===== src/rtl/axi_write_arbiter.sv =====
// N-to-1 AXI write-channel arbiter: grants one requester per burst (AW then W beats until last).
// Define AXI_WRITE_ARBITER_FIXED_PRIO_EN for fixed lowest-index-wins priority instead of round-robin.
module axi_write_arbiter #(
  parameter int unsigned N    = 2,
  parameter int unsigned AW_W = 64,
  parameter int unsigned W_W  = 73,
  localparam int unsigned IW  = $clog2(N)
) (
  input  logic                clk,
  input  logic                rst,

  input  logic [N-1:0]        m_aw_valid,
  output logic [N-1:0]        m_aw_ready,
  input  logic [N*AW_W-1:0]   m_aw_data,

  input  logic [N-1:0]        m_w_valid,
  output logic [N-1:0]        m_w_ready,
  input  logic [N*W_W-1:0]    m_w_data,
  input  logic [N-1:0]        m_w_last,

  output logic                s_aw_valid,
  input  logic                s_aw_ready,
  output logic [AW_W-1:0]     s_aw_data,
  output logic [IW-1:0]       s_aw_idx,

  output logic                s_w_valid,
  input  logic                s_w_ready,
  output logic [W_W-1:0]      s_w_data,
  output logic                s_w_last
);

  typedef enum logic [1:0] {StIdle, StAddr, StData} state_e;

  state_e        state_q, state_d;
  logic [IW-1:0] grant_q, grant_d;
  logic [IW-1:0] prio_q, prio_d;

  logic [IW-1:0] pick;
  logic          pick_vld;
  logic [IW-1:0] grant_nxt;
  logic          w_done;

  logic [AW_W-1:0] aw_arr [N];
  logic [W_W-1:0]  w_arr  [N];

  for (genvar i = 0; i < N; i++) begin : g_unpack
    assign aw_arr[i] = m_aw_data[i*AW_W +: AW_W];
    assign w_arr[i]  = m_w_data[i*W_W +: W_W];
  end

  // Scan p, p+1, ... wrapping at N; the sum carries one extra bit so the wrap is exact for any N.
  always_comb begin
    logic [IW:0]   sum;
    logic [IW-1:0] idx;
    pick     = '0;
    pick_vld = 1'b0;
    sum      = '0;
    idx      = '0;
    for (int k = 0; k < N; k++) begin
      sum = {1'b0, prio_q} + (IW+1)'(k);
      if (sum >= (IW+1)'(N)) begin
        sum = sum - (IW+1)'(N);
      end
      idx = sum[IW-1:0];
      if (!pick_vld && m_aw_valid[idx]) begin
        pick     = idx;
        pick_vld = 1'b1;
      end
    end
  end

  assign grant_nxt = (grant_q == IW'(N - 1)) ? '0 : grant_q + IW'(1);
  assign w_done    = m_w_valid[grant_q] && s_w_ready && m_w_last[grant_q];

  always_comb begin
    state_d = state_q;
    grant_d = grant_q;
    prio_d  = prio_q;
    unique case (state_q)
      StIdle: begin
        if (pick_vld) begin
          grant_d = pick;
          state_d = StAddr;
        end
      end
      StAddr: begin
        if (s_aw_ready) begin
          state_d = StData;
        end
      end
      StData: begin
        if (w_done) begin
          state_d = StIdle;
`ifdef AXI_WRITE_ARBITER_FIXED_PRIO_EN
          prio_d  = '0;
`else
          prio_d  = grant_nxt;
`endif
        end
      end
      default: state_d = StIdle;
    endcase
  end

  always_ff @(posedge clk) begin
    if (rst) begin
      state_q <= StIdle;
      grant_q <= '0;
      prio_q  <= '0;
    end else begin
      state_q <= state_d;
      grant_q <= grant_d;
      prio_q  <= prio_d;
    end
  end

  // Valids depend only on registered state and requester valids, never on the downstream readies.
  always_comb begin
    s_aw_valid = (state_q == StAddr);
    s_aw_data  = aw_arr[grant_q];
    s_aw_idx   = grant_q;
    s_w_valid  = (state_q == StData) && m_w_valid[grant_q];
    s_w_data   = w_arr[grant_q];
    s_w_last   = (state_q == StData) && m_w_last[grant_q];
    m_aw_ready = '0;
    m_w_ready  = '0;
    if (state_q == StAddr) begin
      m_aw_ready[grant_q] = s_aw_ready;
    end
    if (state_q == StData) begin
      m_w_ready[grant_q] = s_w_ready;
    end
  end

endmodule


===== config.mk =====
export PLATFORM = sky130hd
export DESIGN_NAME = axi_write_arbiter
export DESIGN_NICKNAME = d
export VERILOG_FILES = /design/src/rtl/axi_write_arbiter.sv
export SDC_FILE = /design/constraint.sdc
export NUM_CORES = 1
export LEC_CHECK = 0
export CORE_AREA = 2 2 167 169
export DETAILED_ROUTE_END_ITERATION = 16
export DIE_AREA = 0 0 169 171
export GPL_TIMING_DRIVEN = 0
export SYNTH_ARGS = -nofsm -noshare
export SYNTH_HDL_FRONTEND = slang
export SYNTH_SLANG_ARGS = --single-unit

===== constraint.sdc =====
create_clock -name clk -period 2.7 [get_ports clk]
set_input_delay 0.81 -clock clk [delete_from_list [all_inputs] [get_ports clk]]
set_output_delay 0.81 -clock clk [all_outputs]
set_load 0.01 [all_outputs]

==> results of run 1 <==
final cells by class:
class | instances | area share, %
tap | 346 | 6.64
buffer | 16 | 1.79
sequential | 4 | 1.23
clock buffer | 3 | 1.15
timing repair buffer | 429 | 63.0
multi-input combinational | 163 | 26.2
synth_stat cells:
cell type and count:
nand3b_1 1, a21oi_1 1, buf_2 16, o21ai_0 1, dfxtp_1 4, nor2b_1 1, a21bo_2 1, mux2i_1 2
a21o_1 1, a31oi_1 2, a2111oi_0 1, nor2_1 5, nand2b_1 2, and4bb_1 1, nand2_1 2, a311oi_1 1
nor3_1 1, nand3_1 2, mux2_2 137, and3_1 1
worst paths after layout:
check                 end  depth (start not counted)  slack, ps     startpoint
max reg2reg    state_q[1]                          5       1440       s_aw_idx
min reg2reg    state_q[0]                          1        550     state_q[1]
min            state_q[0]                          1        550     state_q[1]
max          s_w_data[56]                          3          3  m_w_data[129]
sequential cells by signal, indices dropped and copies added, names as in the netlist:
register / cells
s_aw_idx: 1
prio_q: 1
state_q: 2
power by group through the flow:
| stage | combinational, mW | clock (mW) | sequential (mW) |
|---|---|---|---|
| 2_1_floorplan | 0.377 | 0 | 0.0679 |
| 3_3_place_gp | 1.21 | 0 | 0.0684 |
| 3_5_place_dp | 1.21 | 0 | 0.0689 |
| 4_1_cts | 1.10 | 0.248 | 0.0684 |
| 5_1_grt | 1.15 | 0.251 | 0.0693 |
| 6_report | 1.08 | 0.238 | 0.0684 |
kinds of logic (layout without fill, tap and decap cells):
logic type	count (synthesis)	count (layout)	synth area share (%)
compound gates	8	8	3.08
mux	139	139	83.7
flops	4	4	4.29
buf+inv	16	448	4.29
simple gates	16	16	4.63
worst max-delay path: cells and delay by family:
kind     cells  cell delay [ps]
buf+inv      2              770
mux          1              310
metrics by stage:
step / TNS (ps) / hold WS (ps) / power, mW / instances
after CTS: 0 / 531 / 1.41 / 960
after global routing: 0 / 571 / 1.47 / 961
after detailed placement: -12850 / 535 / 1.28 / 957
after global placement: -12860 / 513 / 1.28 / 957
final: 0 / 549 / 1.39 / 961
after floorplan: 0 / 473 / 0.445 / 183
per-layer routing:
layer,routed length (um),vias to the layer above,GRT usage (%)
met2,7620,257,17.5
met1,5710,1458,10.1
met3,1530,2,2.52
met5,0,-,0
met4,35,0,0.780
li1,-,1562,-
timing repair:
action	4_1_cts	5_1_grt
setup endpoints to repair	143	3
gates resized for setup	159	3
setup buffers	0	1
==> metrics, run 1 <==
outcome=finished clean; Crit path required time=1890 ps; unrepaired setup endpoints after global routing=false; # diodes=0; critical path class=input pin to output pin; worst hold path class=register to register; # Max-Cap Violations=0; CTS Sinks=4; max_slew headroom=78.8%; Util after Layout=23.9%; Worst path max stage delay=470 ps; Inserted Clock Buffers=3; Setup Skew=2.06 ps; Synth top area share=82.6%; Slew @ Worst Pin=310 ps; Starting Density=6.83%; H-tree depth=1; Cell Chain, Critical Path=clkdlybuf4s50_1 -> mux2_2 -> dlygate4sd2_1; drt first pass iters=4; Setup violations, final=0; I/O Pins=around 430; Worst setup SP type=input pin; switching share of power=30.2%; Fmax=371 MHz; drt drc=0; final wirelength=14900 um; top area cells in the synthesized netlist=mux2_2 (83%), buf_2 (4.3%), dfxtp_1 (4.3%); most common cell after layout, fill and taps aside=clkdlybuf4s50_1; clock slew at reported path FFs=~40 ps; CTS tree=yes; Die ar.=between 20000 and 30000 um^2; Die Y=171 um; cell accounting for the most synthesized area=mux2_2; post-route setup slack=between 2 and 3 ps; WL per Instance=15.5 um; Avg Cell Area, Syn=a little over 10 um^2; warnings from Yosys=0; P_int=967 uW; Synth Instances=about 180; clock tree buffer depth=2; cts hold-fix bufs=0; Static Leakage=roughly 2.6 nW; initial antenna violation count=0; pwr/cell area=213 nW/um^2; Row Count=61; clk root buf=clkbuf_16; syn nets=467; DR iter-0 viols=35; vias in the first global route=around 3400; clock network fraction of design power=17.2%; design area=approximately 6500 um^2; Area growth syn-to-layout=249%; largest net degree at the start of global routing=11; Detailed Place HPWL=between 10000 and 15000 um; Multi-input gate area=1710 um^2; worst path arrival time=between 1500 and 2000 ps; DR vias/cell=3.41; Comb power frac=77.9%; Seq/Total Area, Yosys=~4.3%; worst slack, placed=-249 ps; worst skew pair latency=230 ps; final max-slew violation count=0; final net count=approximately 900; GRT overflow=0; worst vdd ir=0.107 mV; core footprint=27300 um^2; post-synth cell types=20; fill cell count=3020; NetSw=~420 uW; #FFs+latches synth=4; Hold Fails Final Rpt=0; crit-path max FO=1; share of post-route cells with drive strength above 1=25.9%; most frequent cells in the layout=clkdlybuf4s50_1 (283), dlygate4sd2_1 (143), mux2_2 (137), buf_4 (13), nor2_1 (5); Flop pwr share=4.9%; vias=approximately 3300; ANT nets after route=0; die width=around 170 um; GPL Wtd Cong=around 0.7; mapped cell area=1870 um^2; placed cell areas=6580 um^2; first-pass GRT wire length=19600 um; min cycle time layout=2700 ps; slowest CP cell=clkdlybuf4s50_1; Seq. cell area=80.1 um^2; GR Util All Layers=9.01%; # port buffers=428; period utilization=between 90% and 100%; CP endpoint kind=output pin
Note: power is estimated with default switching activity, not from simulation.
==> inputs of run 2 (changes only) <==
--- a/config.mk
+++ b/config.mk
@@ -9,6 +9,8 @@
 export DETAILED_ROUTE_END_ITERATION = 16
 export DIE_AREA = 0 0 169 171
 export GPL_TIMING_DRIVEN = 0
+export PLACE_DENSITY_LB_ADDON = 0.05
+export SLEW_MARGIN = 20
 export SYNTH_ARGS = -nofsm -noshare
 export SYNTH_HDL_FRONTEND = slang
 export SYNTH_SLANG_ARGS = --single-unit
==> run 2 against run 1 <==
  * Clock power about the same
  * Sequential share of layout area about the same
  * Die area stayed put
  * Critical path type unchanged
  * Critical endpoint is now s_w_data[11]
==> metrics, run 2 (synthesized netlist as in run 1, its figures left out) <==
outcome=finished clean (unchanged); I/O Pins=429 (unchanged); Inserted Clock Buffers=3 (unchanged); final net count=900 (was 901); Area growth syn-to-layout=249% (about the same); most common cell after layout, fill and taps aside=clkdlybuf4s50_1 (unchanged); Slew @ Worst Pin=314 ps (was 310 ps); slowest CP cell=clkdlybuf4s50_1 (unchanged); placed cell areas=6580 um^2 (unchanged); Cell Chain, Critical Path=clkdlybuf4s50_1 -> mux2_2 -> dlygate4sd2_1 (unchanged); clock slew at reported path FFs=30 ps (was 40 ps); worst skew pair latency=230 ps (about the same); Hold Fails Final Rpt=0 (unchanged); final std cells w/o fill=960 (was 961); CTS Sinks=4 (unchanged); worst vdd ir=0.104 mV (was 0.107 mV); DR iter-0 viols=22 (was 35); final hold slack=522 ps (was 549 ps); worst path arrival time=1810 ps (was 1890 ps); min cycle time layout=2620 ps (was 2700 ps); Detailed Place HPWL=14300 um (was 13300 um); ANT nets after route=0 (unchanged); GR Util All Layers=9.85% (was 9.01%); design area=6510 um^2 (was 6520 um^2); Setup violations, final=0 (unchanged); clk root buf=clkbuf_16 (unchanged); drt first pass iters=4 (unchanged); share of post-route cells with drive strength above 1=25.9% (about the same); cts hold-fix bufs=0 (unchanged); first-pass GRT wire length=21200 um (was 19600 um); H-tree depth=1 (unchanged); Row Count=61 (unchanged); crit-path max FO=1 (unchanged); period utilization=97.0% (was 99.9%); WL per Instance=16.4 um (was 15.5 um); vias=3255 (was 3279); CP endpoint kind=output pin (unchanged); Die ar.=28900 um^2 (unchanged); largest net degree at the start of global routing=11 (unchanged); final max-slew violation count=0 (unchanged); Starting Density=6.83% (unchanged); # port buffers=428 (unchanged); pwr/cell area=210 nW/um^2 (was 213 nW/um^2); # Max-Cap Violations=0 (unchanged); unrepaired setup endpoints after global routing=false (unchanged); die width=169 um (unchanged); core footprint=27300 um^2 (unchanged); Util after Layout=23.8% (was 23.9%); Worst path max stage delay=430 ps (was 470 ps); clock tree buffer depth=2 (unchanged); placed insts=957 (unchanged); GPL Wtd Cong=0.749 (was 0.713); postcts setup bufs=0 (unchanged); initial antenna violation count=0 (unchanged); critical path class=input pin to output pin (unchanged); max reg flops=2 (unchanged); Fmax=382 MHz (was 371 MHz); GRT overflow=0 (unchanged); vias in the first global route=3517 (was 3417); CTS tree=yes (unchanged); fill cell count=2988 (was 3020); Die Y=171 um (unchanged); Crit path required time=1890 ps (about the same); setup TNS=0 ps (unchanged); Worst setup SP type=input pin (unchanged); R2R setup slack=1420 ps (was 1440 ps); max_slew headroom=78.5% (was 78.8%); Static Leakage=2.58 nW (was 2.59 nW); DR vias/cell=3.39 (was 3.41); Setup Skew=0.694 ps (was 2.06 ps); Reg with most FFs=state_q (unchanged); # diodes=0 (unchanged); worst hold path class=register to register (unchanged); drt drc=0 (unchanged); final wirelength=15700 um (was 14900 um); most frequent cells in the layout=clkdlybuf4s50_1 (285), dlygate4sd2_1 (141), mux2_2 (137), buf_4 (14), nor2_1 (5) (was clkdlybuf4s50_1 (283), dlygate4sd2_1 (143), mux2_2 (137), buf_4 (13), nor2_1 (5))
## run 2: cell types whose count changed in the layout (fill, tap and decap cells not counted)
cell / previous run / this run
buf_2: 3 / 2
buf_4: 13 / 14
buf_6: 1 / 0
clkbuf_2: 1 / 2
clkdlybuf4s15_1: 1 / 0
clkdlybuf4s50_1: 283 / 285
dlygate4sd2_1: 143 / 141
## run 2: final timing paths
check,from,cells after the start,end
hold / removal,state_q[1],1,state_q[0]
setup / recovery,m_w_data[11],3,s_w_data[11]
hold reg to reg,state_q[1],1,state_q[0]
setup reg to reg,s_aw_idx,4,prio_q
## run 2: worst max-delay path, delay by kind of cell
kind / cells / cell delay, ps
buffers and inverters: 2 / 720
muxes: 1 / 270
## run 2: cell type report
| type | count | area [um^2] | area share [%] |
|---|---|---|---|
| Buffer | 16 | 115 | 1.77 |
| Clock buffer | 3 | 75.1 | 1.15 |
| Multi-Input combinational cell | 163 | 1710 | 26.2 |
| Sequential cell | 4 | 80.1 | 1.23 |
| Timing Repair Buffer | 428 | 4100 | 63.0 |
| Tap cell | 346 | 433 | 6.65 |
## run 2: power breakdown
group,switching (mW),total [mW],internal (mW)
logic,0.349,1.06,0.711
clock network,0.0477,0.237,0.190
registers,0.00437,0.0678,0.0634
total,0.401,1.37,0.965
## run 2: repair_timing
item,CTS,global route
gates resized for setup,158,3
pin swaps,0,0
setup endpoints to repair,143,2
## run 2: routing by layer
metal  vias up  global-route usage, %  wire length (um)
li1       1556                      -                 -
met1      1456                   7.77              4560
met2       238                   21.6              9020
met3         5                   4.72              2050
met4         0                   1.23                65
met5         -                      0                 0
## run 2: stage by stage
step | power, mW | setup slack, ps
finish | 1.37 | 82.3
global route | 1.45 | 14.2
CTS | 1.40 | 15.6
detailed placement | 1.27 | -277
global placement | 1.27 | -272
floorplan | 0.445 | 736
